<file path="src/rtl/slave_port.sv">
// slave_port: responder end of the serial system bus.
// Receives an LSB-first memory address (and write data for writes).
// Issues one parallel request to the attached slave memory. For reads,
// it shifts the returned word back out LSB-first with svalid.
// Optional macro SLAVE_PORT_TIMEOUT_EN: abandons a partial frame after
// TIMEOUT_CYCLES consecutive cycles with mvalid low.
module slave_port #(
  parameter int ADDR_WIDTH     = 12,
  parameter int DATA_WIDTH     = 8,
  parameter int TIMEOUT_CYCLES = 8
) (
  input  logic                  clk,
  input  logic                  rst,
  input  logic                  swdata,
  input  logic                  smode,
  input  logic                  mvalid,
  output logic                  srdata,
  output logic                  svalid,
  output logic                  sready,
  output logic [ADDR_WIDTH-1:0] daddr,
  output logic [DATA_WIDTH-1:0] dwdata,
  output logic                  dmode,
  output logic                  dvalid,
  input  logic                  dready,
  input  logic [DATA_WIDTH-1:0] drdata,
  input  logic                  drvalid
);

  localparam int MAX_WIDTH = (ADDR_WIDTH > DATA_WIDTH) ? ADDR_WIDTH : DATA_WIDTH;
  localparam int CNT_WIDTH = (MAX_WIDTH > 1) ? $clog2(MAX_WIDTH) : 1;
  localparam logic [CNT_WIDTH-1:0] ADDR_LAST = CNT_WIDTH'(ADDR_WIDTH - 1);
  localparam logic [CNT_WIDTH-1:0] DATA_LAST = CNT_WIDTH'(DATA_WIDTH - 1);

  typedef enum logic [2:0] {IDLE, RADDR, WDATA, MEMREQ, MEMWAIT, RDATA} state_t;

  state_t                state_reg, state_next;
  logic [CNT_WIDTH-1:0]  cnt_reg, cnt_next;
  logic                  mode_reg, mode_next;
  logic [ADDR_WIDTH-1:0] addr_reg, addr_next;
  logic [DATA_WIDTH-1:0] wdata_reg, wdata_next;
  logic [DATA_WIDTH-1:0] rdata_reg, rdata_next;
  logic                  srdata_reg, srdata_next;
  logic                  svalid_reg, svalid_next;
  logic                  addr_we, wdata_we;

`ifdef SLAVE_PORT_TIMEOUT_EN
  localparam int STALL_WIDTH = $clog2(TIMEOUT_CYCLES + 1);
  logic [STALL_WIDTH-1:0] stall_reg, stall_next;
`endif

  // Serial capture: the bit addressed by the counter takes swdata.
  // All other bits hold their value.
  genvar gi;
  generate
    for (gi = 0; gi < ADDR_WIDTH; gi++) begin : g_addr_bit
      assign addr_next[gi] = (addr_we && cnt_reg == CNT_WIDTH'(gi)) ? swdata : addr_reg[gi];
    end
    for (gi = 0; gi < DATA_WIDTH; gi++) begin : g_wdata_bit
      assign wdata_next[gi] = (wdata_we && cnt_reg == CNT_WIDTH'(gi)) ? swdata : wdata_reg[gi];
    end
  endgenerate

  // Next-state logic: frame sequencing, device handshake and read shift-out.
  always_comb begin
    state_next  = state_reg;
    cnt_next    = cnt_reg;
    mode_next   = mode_reg;
    rdata_next  = rdata_reg;
    srdata_next = srdata_reg;
    svalid_next = svalid_reg;
    addr_we     = 1'b0;
    wdata_we    = 1'b0;
    case (state_reg)
      IDLE: begin
        if (mvalid) begin
          addr_we   = 1'b1;
          mode_next = smode;
          if (ADDR_WIDTH == 1) begin
            cnt_next   = '0;
            state_next = smode ? WDATA : MEMREQ;
          end else begin
            cnt_next   = CNT_WIDTH'(1);
            state_next = RADDR;
          end
        end
      end
      RADDR: begin
        if (mvalid) begin
          addr_we = 1'b1;
          if (cnt_reg == ADDR_LAST) begin
            cnt_next   = '0;
            state_next = mode_reg ? WDATA : MEMREQ;
          end else begin
            cnt_next = cnt_reg + 1'b1;
          end
        end
      end
      WDATA: begin
        if (mvalid) begin
          wdata_we = 1'b1;
          if (cnt_reg == DATA_LAST) begin
            cnt_next   = '0;
            state_next = MEMREQ;
          end else begin
            cnt_next = cnt_reg + 1'b1;
          end
        end
      end
      MEMREQ: begin
        if (dready) state_next = mode_reg ? IDLE : MEMWAIT;
      end
      MEMWAIT: begin
        // Bit 0 goes out straight away; the rest are shifted down to bit 0.
        if (drvalid) begin
          rdata_next  = drdata;
          srdata_next = drdata[0];
          svalid_next = 1'b1;
          cnt_next    = '0;
          state_next  = RDATA;
        end
      end
      RDATA: begin
        if (cnt_reg == DATA_LAST) begin
          srdata_next = 1'b0;
          svalid_next = 1'b0;
          cnt_next    = '0;
          state_next  = IDLE;
        end else begin
          rdata_next  = rdata_reg >> 1;
          srdata_next = rdata_next[0];
          cnt_next    = cnt_reg + 1'b1;
        end
      end
      default: state_next = IDLE;
    endcase

`ifdef SLAVE_PORT_TIMEOUT_EN
    // Drop a partial frame once the master has been silent too long.
    stall_next = '0;
    if (state_reg == RADDR || state_reg == WDATA) begin
      if (!mvalid) begin
        stall_next = stall_reg + 1'b1;
        if (stall_next == STALL_WIDTH'(TIMEOUT_CYCLES)) begin
          stall_next = '0;
          cnt_next   = '0;
          state_next = IDLE;
        end
      end
    end
`endif
  end

  // State and datapath registers.
  always_ff @(posedge clk) begin
    if (rst) begin
      state_reg  <= IDLE;
      cnt_reg    <= '0;
      mode_reg   <= 1'b0;
      addr_reg   <= '0;
      wdata_reg  <= '0;
      rdata_reg  <= '0;
      srdata_reg <= 1'b0;
      svalid_reg <= 1'b0;
`ifdef SLAVE_PORT_TIMEOUT_EN
      stall_reg  <= '0;
`endif
    end else begin
      state_reg  <= state_next;
      cnt_reg    <= cnt_next;
      mode_reg   <= mode_next;
      addr_reg   <= addr_next;
      wdata_reg  <= wdata_next;
      rdata_reg  <= rdata_next;
      srdata_reg <= srdata_next;
      svalid_reg <= svalid_next;
`ifdef SLAVE_PORT_TIMEOUT_EN
      stall_reg  <= stall_next;
`endif
    end
  end

  assign sready = (state_reg == IDLE);
  assign dvalid = (state_reg == MEMREQ);
  assign daddr  = addr_reg;
  assign dwdata = wdata_reg;
  assign dmode  = mode_reg;
  assign srdata = srdata_reg;
  assign svalid = svalid_reg;

endmodule

</file>
<file path="config.mk">
export PLATFORM = sky130hd
export DESIGN_NAME = slave_port
export DESIGN_NICKNAME = d
export VERILOG_FILES = /design/src/rtl/slave_port.sv
export SDC_FILE = /design/constraint.sdc
export NUM_CORES = 1
export LEC_CHECK = 0
export ABC_AREA = 0
export CAP_MARGIN = 25
export CELL_PAD_IN_SITES_DETAIL_PLACEMENT = 2
export CELL_PAD_IN_SITES_GLOBAL_PLACEMENT = 2
export CORE_MARGIN = 2
export CORE_UTILIZATION = 29
export CTS_CLUSTER_DIAMETER = 50
export DETAILED_ROUTE_END_ITERATION = 10
export PLACE_DENSITY = 0.86
export REMOVE_ABC_BUFFERS = 1
export SETUP_SLACK_MARGIN = 0.4
export SKIP_LAST_GASP = 1
export SYNTH_ARGS = -nofsm -noshare
export SYNTH_HDL_FRONTEND = slang
export SYNTH_SLANG_ARGS = --single-unit
</file>
<file path="constraint.sdc">
create_clock -name clk -period 1.9 [get_ports clk]
set_input_delay 0.38 -clock clk [delete_from_list [all_inputs] [get_ports clk]]
set_output_delay 0.38 -clock clk [all_outputs]
set_load 0.05 [all_outputs]
</file>
======== Word-level counts from Yosys, hierarchy flattened ========
Index checks and enable logic that the tools add are counted.
operators by class
  multiplexer cells ....................... 30
  equal/unequal tests ..................... 25
  add/sub/neg operators ................... 1
  reductions and logical operators ........ 31
operator list
  cell                   number
  $mux W3                9
  $mux W4                6
  $logic_and A1 B1 Y1    20
  $pmux W4 S5            1
  $pmux W3 S6            1
  $eq A4 B3 Y1 const B   4
  $eq A4 B4 Y1 const B   4
  $mux W8                2
  $ne A2 B2 Y1 const B   8
  $pmux W8 S2            1
  $eq A4 B2 Y1 const B   2
  $mux W1                8
  $reduce_and A8 Y1      1
  $eq A3 B2 Y1 const B   2
  $eq A3 B3 Y1 const B   2
  $reduce_and A3 Y1      2
  $reduce_and A5 Y1      1
  $reduce_bool A5 Y1     1
  $add A4 B1 Y4 const B  1
  $eq A4 B1 Y1 const B   1
  $logic_not A4 Y1       1
  $pmux W1 S2            2
  $reduce_and A2 Y1      2
  $eq A3 B1 Y1 const B   1
  other kinds (4)        4
word-level totals
  register bits ........................... 38
  output and inout port bits .............. 25
  word-level logic and storage cells ...... 113
  bits of input ports ..................... 15

======== Longest topological paths before layout ========
Gate-level depths: netlist of the first run.
  depth after elaboration ................. 4
  gate-level depth with buffers ........... 7
  mapped depth without buffers ............ 5

======== Worst setup path after synthesis of the first run ========
No wires, ideal clock.
  path kind ............................... register to register
  from .................................... register state_reg[0]
  to ...................................... register cnt_reg[3]
  required time ........................... 1766 ps
  clock period less this slack ............ 2285 ps
  path buffers ............................ 1
  path slack .............................. -385 ps
  stages on the path, launching flop included .. 6
  setup time .............................. 134 ps
  arrival ................................. 2151 ps
  cells stage by stage .................... dfxtp_1 -> buf_2 -> nor3_1 -> and3b_1 -> o21ai_0 -> a21oi_1
on the way
  word-level cells in the longest chain between the ends .. 3
  elaborated cells between the ends (all ways) .. 12
  classes of those cells .................. eq/ne: 8; mux: 1; reduce/logical: 3
RTL lines
  what                                                                 RTL line  RTL
  from (decl)                                                          36        state_t state_reg, state_next;
  from (signal assigned)                                               168       state_reg <= state_next;
  $logic_not A3 Y1 *                                                   n/a
  via sready                                                           19        output logic sready,
  $reduce_bool A5 Y1 (no source line) or $ne A2 B2 Y1 (tied branches)  n/a
  $reduce_and A5 Y1 (no source line)                                   n/a
  to (signal assigned)                                                 169       cnt_reg <= cnt_next;
  to (decl)                                                            37        logic [CNT_WIDTH-1:0] cnt_reg, cnt_next;
Mark *: on every way through the listed nets, which the timed path passes. The rest lies on a longest branch.
A chain may end at the register's enable or synchronous reset.

======== Worst setup path after layout of the first run ========
  from .................................... register state_reg[0]
  to ...................................... register wdata_reg[6], in the netlist dwdata[6]
on the way
  word-level cells in the longest chain between the ends .. 3
RTL lines
  what                  RTL line  RTL
  $eq A3 B2 Y1          73        case (state_reg)
  $mux W1               73
  $logic_and A1 B1 Y1   59        assign wdata_next[gi] = (wdata_we && cnt_reg == CNT_WIDTH'(gi)) ? swdata : wdata_reg[gi];
  to (signal assigned)  172       wdata_reg <= wdata_next;
  to (decl)             40        logic [DATA_WIDTH-1:0] wdata_reg, wdata_next;
No other way between the ends.

==> results of run 1 <==
==> metal layers <==
metal / GRT usage (%) / part of all wire (%) / up-vias
met4: 5.92 / 2.6 / 0
met5: 0 / 0 / -
met2: 40.3 / 54 / 54
met1: 24.6 / 40 / 1032
met3: 3.37 / 3.2 / 20
li1: - / - / 983
==> kinds of logic (layout without fill, tap and decap cells) <==
group	count (synthesis)	count (layout)	synth area share [%]
simple gates	111	111	29.0
compound gates	54	55	21.2
flops	37	37	38.2
buf+inv	23	97	5.94
mux	6	6	3.10
fa+ha+maj	4	4	2.58
==> area by class of cell <==
type                    instances  area (um^2)  area share [%]
flip-flops and latches         37          762            24.1
inverters                       4         20.0           0.634
clock inverters                 3         46.3            1.47
well taps                      77         96.3            3.05
repair buffers                 85          821            26.0
clock buffers                   5         68.8            2.18
multi-input cells             176         1340            42.5
==> final timing paths <==
path | to | slack [ns]
setup / recovery | dwdata[6] | 0.13
hold / removal | daddr[10] | 0.46
setup reg to reg | dwdata[6] | 0.13
hold reg to reg | daddr[10] | 0.46
==> report_power, final <==
part | leakage (nW) | total (mW) | internal, mW | switching (mW)
logic | 0.761 | 2.18 | 0.977 | 1.20
clock network | 0.0543 | 0.719 | 0.393 | 0.326
registers | 0.304 | 1.04 | 0.897 | 0.139
total | 1.12 | 3.93 | 2.27 | 1.67
==> worst max-delay path, delay by kind of cell, from the launching register on <==
family / cells / cell delay, ns
buffers and inverters: 1 / 0.13
DFF: 1 / 0.37
and+or+nand+nor: 4 / 0.91
muxes: 1 / 0.26
==> per-stage QoR <==
step / worst slack [ns] / setup TNS, ns
after floorplan: -0.457 / -0.952
after global placement: 0.0545 / 0
after detailed placement: -0.0346 / -0.0556
after CTS: 0.308 / 0
after global routing: 0.0942 / 0
final: 0.129 / 0
==> cell usage in the layout, fill, tap and decap left out, drive strengths merged, types with 2 or more instances in the layout <==
master,n
o21ai,3
buf,53
nand3b,3
dlygate4sd2,2
a221o,2
o21a,2
ha,4
nand4,2
mux2i,6
nor4,2
a21oi,26
inv,4
clkdlybuf4s15,18
o22ai,2
nand2b,5
nor4b,2
nand3,23
a211oi,3
nor3,8
dfxtp,37
nand2,45
clkdlybuf4s50,12
clkbuf,5
a311oi,9
nor2,18
==> what timing repair did <==
| item | 4_1_cts | 5_1_grt |
|---|---|---|
| gates cloned | 1 | 0 |
| setup buffers | 14 | 11 |
| pin swaps | 15 | 18 |
| setup endpoints to repair | 52 | 38 |
| resized for setup | 101 | 35 |
==> results.cfg, run 1 <==
[placed_design]
hpwl_um = 4300
place_inst = 353
gp_congestion = 0.758
dpl-instance-area_mm2 = 0.00250
port_buffers = 39

[grt]
antenna_found_initial = 0
overflow = 0
grt_max_degree = 38
grt_pass1_vias = 2233
grt_pass1_wl_um = 12200
grt_usage_pct = 21.3

[routing]
wl_per_cell_um = 21.6
drt_iter0_drc = 34
drcViolationCount = 4
num_vias = 2089
firstDrtPassIters = 7
wirelength_um = 8340
drt-vias-per-instance = 5.40
ant_nets = 0

[synth]
syn_area_per_cell_um2 = 8.25
ys_ff_latch = 37
synthFlopType = dfxtp_1
synthDistinctLibCells = 40
yosys.area.top_type = dfxtp_1
netlist_top_cells_area = dfxtp_1, nand2_1, a21oi_1, nand3_1, a311oi_2
ys_seq_area_share_pct = 38.2
synth_commonest_cells = nand2_1, dfxtp_1, a21oi_1
yosys.area.top_type_share_pct = 38.2
synthCells = 235
synthMostInstantiatedCell = nand2_1
synthArstFlopShare_pct = 0
yosys_warnings = 0
synth_edf_count = 0
netlist_area_mm2 = 0.00194

[sta]
finalSetupViolCount = 0
drv_slew = 0
final.period_utilization_pct = 93.2
hold_ws_ns = 0.460
slew_headroom_pct = 70.8
rsz0062_at_grt = yes
fmax_ghz = 0.565
period_needed_ns = 1.77
finalClockSkew_ns = 0.0132
tightestPinTransition_ns = 0.437
hold_viol = 0

[worst_setup_path]
start_kind = register
ff2ff_path_depth = 6
slowest_delay_ns = 0.39
crit_chain = buf_6 > nand3b_1 > nor4b_4 > nand2_1 > mux2i_1 > nor2_1
crit_required_ns = 2.09
worstPathArrival_ns = 1.96
crit_fanout = 4
r2r_start = state_reg[0]
slowest_stage = nor4b_4
crit_start = state_reg[0]
crit_type = reg2reg
crit_path_end_kind = register

[floorplanning]
dieWidth_um = 85.8
fp-row-count = 29
coreArea_mm2 = 0.00642
io-pin-count = 40
fp.dieH_um = 85.8
die_area_mm2 = 0.00736
start_util_pct = 30.2

[final_layout]
largest_reg_flops = 12
area_delta_synth_final_pct = 62.7
final_core_util_pct = 49.1
final_cell_area_mm2 = 0.00316
fillCellCount = 691
n_antenna_cell = 0
drive_gt1_share_pct = 45.5
final_nets = 328
layoutNonFillerInstCount = 387

[power]
leakagePower_nw = 1.12
powerDensity_mw_per_mm2 = 1250
p_total_mw = 3.93
ir_drop_mv = 0.557

[clocking]
cts.clk_slew.worst_paths_ns = 0.09
clock-sinks = 37
cts-root-buf = clkbuf_8
worstSkewPairLatency_ns = 0.30
cts.path.max_buffers = 2
cts_hold_buf = 0
cts_tree = yes
numCtsBuffers = 5
htreeDepth = 2

[flow_run]
max_cap_violations = 0

[status]
violations = DRC
status = complete, but fails checks

[hold_path]
hp-class = reg2reg
hold_start = daddr[10]
hold_path_depth = 2
Note: power is estimated with default switching activity, not from simulation.
==> run 2, diff against run 1 <==
Settings changed: ABC_AREA 0 to default, CORE_ASPECT_RATIO from default to 0.75.
==> run 2 against run 1 <==
Against the previous run: the run now ends clean; clock-buffer cell count is the same; wire length grew 16%; first-iteration DRC count grew to 2.8 times the previous value; final area shrank 2.2%; total power shrank 2.6%; clock skew shrank 0.00059 ns; register-to-register slack is essentially flat; sequential share of layout area grew 0.55 points; fmax grew 0.82%; critical path type unchanged; largest cell class unchanged.
==> results.cfg, run 2 (synthesized netlist as in run 1, its figures left out) <==
[status]
status = completed

[placed_design]
dpl-instance-area_mm2 = 0.00248
port_buffers = 39
gp_congestion = 0.738
hpwl_um = 4380

[floorplanning]
fp-row-count = 25
fp.dieH_um = 74.8
die_area_mm2 = 0.00736
io-pin-count = 40
coreArea_mm2 = 0.00638
start_util_pct = 30.4
dieWidth_um = 98.4

[routing]
ant_nets = 0
wl_per_cell_um = 25.1
firstDrtPassIters = 4
drcViolationCount = 0
drt_iter0_drc = 96
wirelength_um = 9700
drt-vias-per-instance = 5.61
num_vias = 2167

[final_layout]
final_cell_area_mm2 = 0.00309
layout_commonest_cell = buf_4
area_delta_synth_final_pct = 59.1
drive_gt1_share_pct = 45.9
n_antenna_cell = 0
largest_reg_flops = 12
final_nets = 323
final_cell_mix = buf_4, nand2_1, dfxtp_1, nand3_1, a21oi_1

[power]
p_switching_mw = 1.73
ir_drop_mv = 0.436
p_clk_share_pct = 15.3
leakagePower_nw = 1.10
switching_share_pct = 45.0
powerDensity_mw_per_mm2 = 1240
pwr-share-seq_pct = 26.8
p_int_mw = 2.11
pwr-share-comb_pct = 57.8

[grt]
grt_max_degree = 38
overflow = 0
grt_pass1_vias = 2311
antenna_found_initial = 1
grt_pass1_wl_um = 13100
grt_usage_pct = 22.9

[worst_setup_path]
crit_start = state_reg[2]
worstPathArrival_ns = 1.94
start_kind = register
crit_type = reg2reg
crit_path_end_kind = register
crit_required_ns = 2.09
r2r_start = state_reg[2]
crit_fanout = 6

[hold_path]
hp-class = reg2reg
hold_start = daddr[10]

[sta]
tightestPinTransition_ns = 0.467
drv_slew = 0
fmax_ghz = 0.569
hold_viol = 0
finalSetupViolCount = 0
finalClockSkew_ns = 0.0126
period_needed_ns = 1.76
finalSetupTns_ns = 0
slew_headroom_pct = 68.9
rsz0062_at_grt = yes
final.period_utilization_pct = 92.4

[clocking]
cts_hold_buf = 0
cts-root-buf = clkbuf_8
htreeDepth = 2
clock-sinks = 37
numCtsBuffers = 5
cts_tree = yes
worstSkewPairLatency_ns = 0.31
cts.path.max_buffers = 2
cts.clk_slew.worst_paths_ns = 0.08

[flow_run]
max_cap_violations = 0
run 2: path summary, 6_finish.rpt:
kind,to,slack [ns],cells after the start
worst max-delay path,state_reg[2],0.14,5
worst min-delay path,daddr[10],0.47,2
worst max register to register,state_reg[2],0.14,5
worst min register to register,daddr[10],0.47,2
run 2: area by class of cell:
type                       count  area [um^2]
multi-input combinational    176         1350
tap                           81          101
sequential                    37          762
timing repair buffer          80          772
clock inverter                 3         17.5
inverter                       4         17.5
clock buffer                   5         68.8
fill                         674         3300
run 2: what timing repair did:
item                                    CTS  global route
gates resized for setup                  50            57
buffers inserted                          7            12
gates cloned                              2             0
endpoints found under the setup margin   42            35
pin swaps                                 8            31
run 2: per-layer routing:
layer | vias up | global-route usage (%) | share of wire [%]
met1 | 1084 | 30.4 | 43
met5 | - | 0 | 0.13
met2 | 81 | 38.5 | 48
met4 | 2 | 5.18 | 3.4
met3 | 29 | 5.66 | 5.4
li1 | 971 | - | -
run 2: metrics by stage:
stage / hold WS (ns) / utilization, % / std cells / power (mW) / setup slack (ns)
floorplan: 0.440 / - / 216 / 1.83 / -0.457
global route: 0.505 / 48.4 / 386 / 3.99 / 0.121
detailed placement: 0.452 / 38.9 / 357 / 2.40 / -0.0783
global placement: 0.443 / 38.9 / 357 / 2.34 / 0.0219
finish: 0.470 / 48.4 / 386 / 3.83 / 0.144
CTS: 0.470 / 43.2 / 374 / 3.22 / 0.304
run 2: worst max-delay path: stages (launching register included):
cell and delay [ns]:
dfxtp_4 0.39, nand2b_4 0.17, o32ai_4 0.37, a221o_1 0.33
a21oi_2 0.08, a311oi_1 0.28
run 2: power groups by stage:
stage | Sequential, mW | Combinational, mW | Clock (mW)
4_1_cts | 1.01 | 1.64 | 0.580
6_report | 1.03 | 2.22 | 0.587
3_3_place_gp | 0.995 | 1.35 | 0
5_1_grt | 1.04 | 2.32 | 0.630
2_1_floorplan | 1.14 | 0.691 | 0
3_5_place_dp | 0.998 | 1.40 | 0
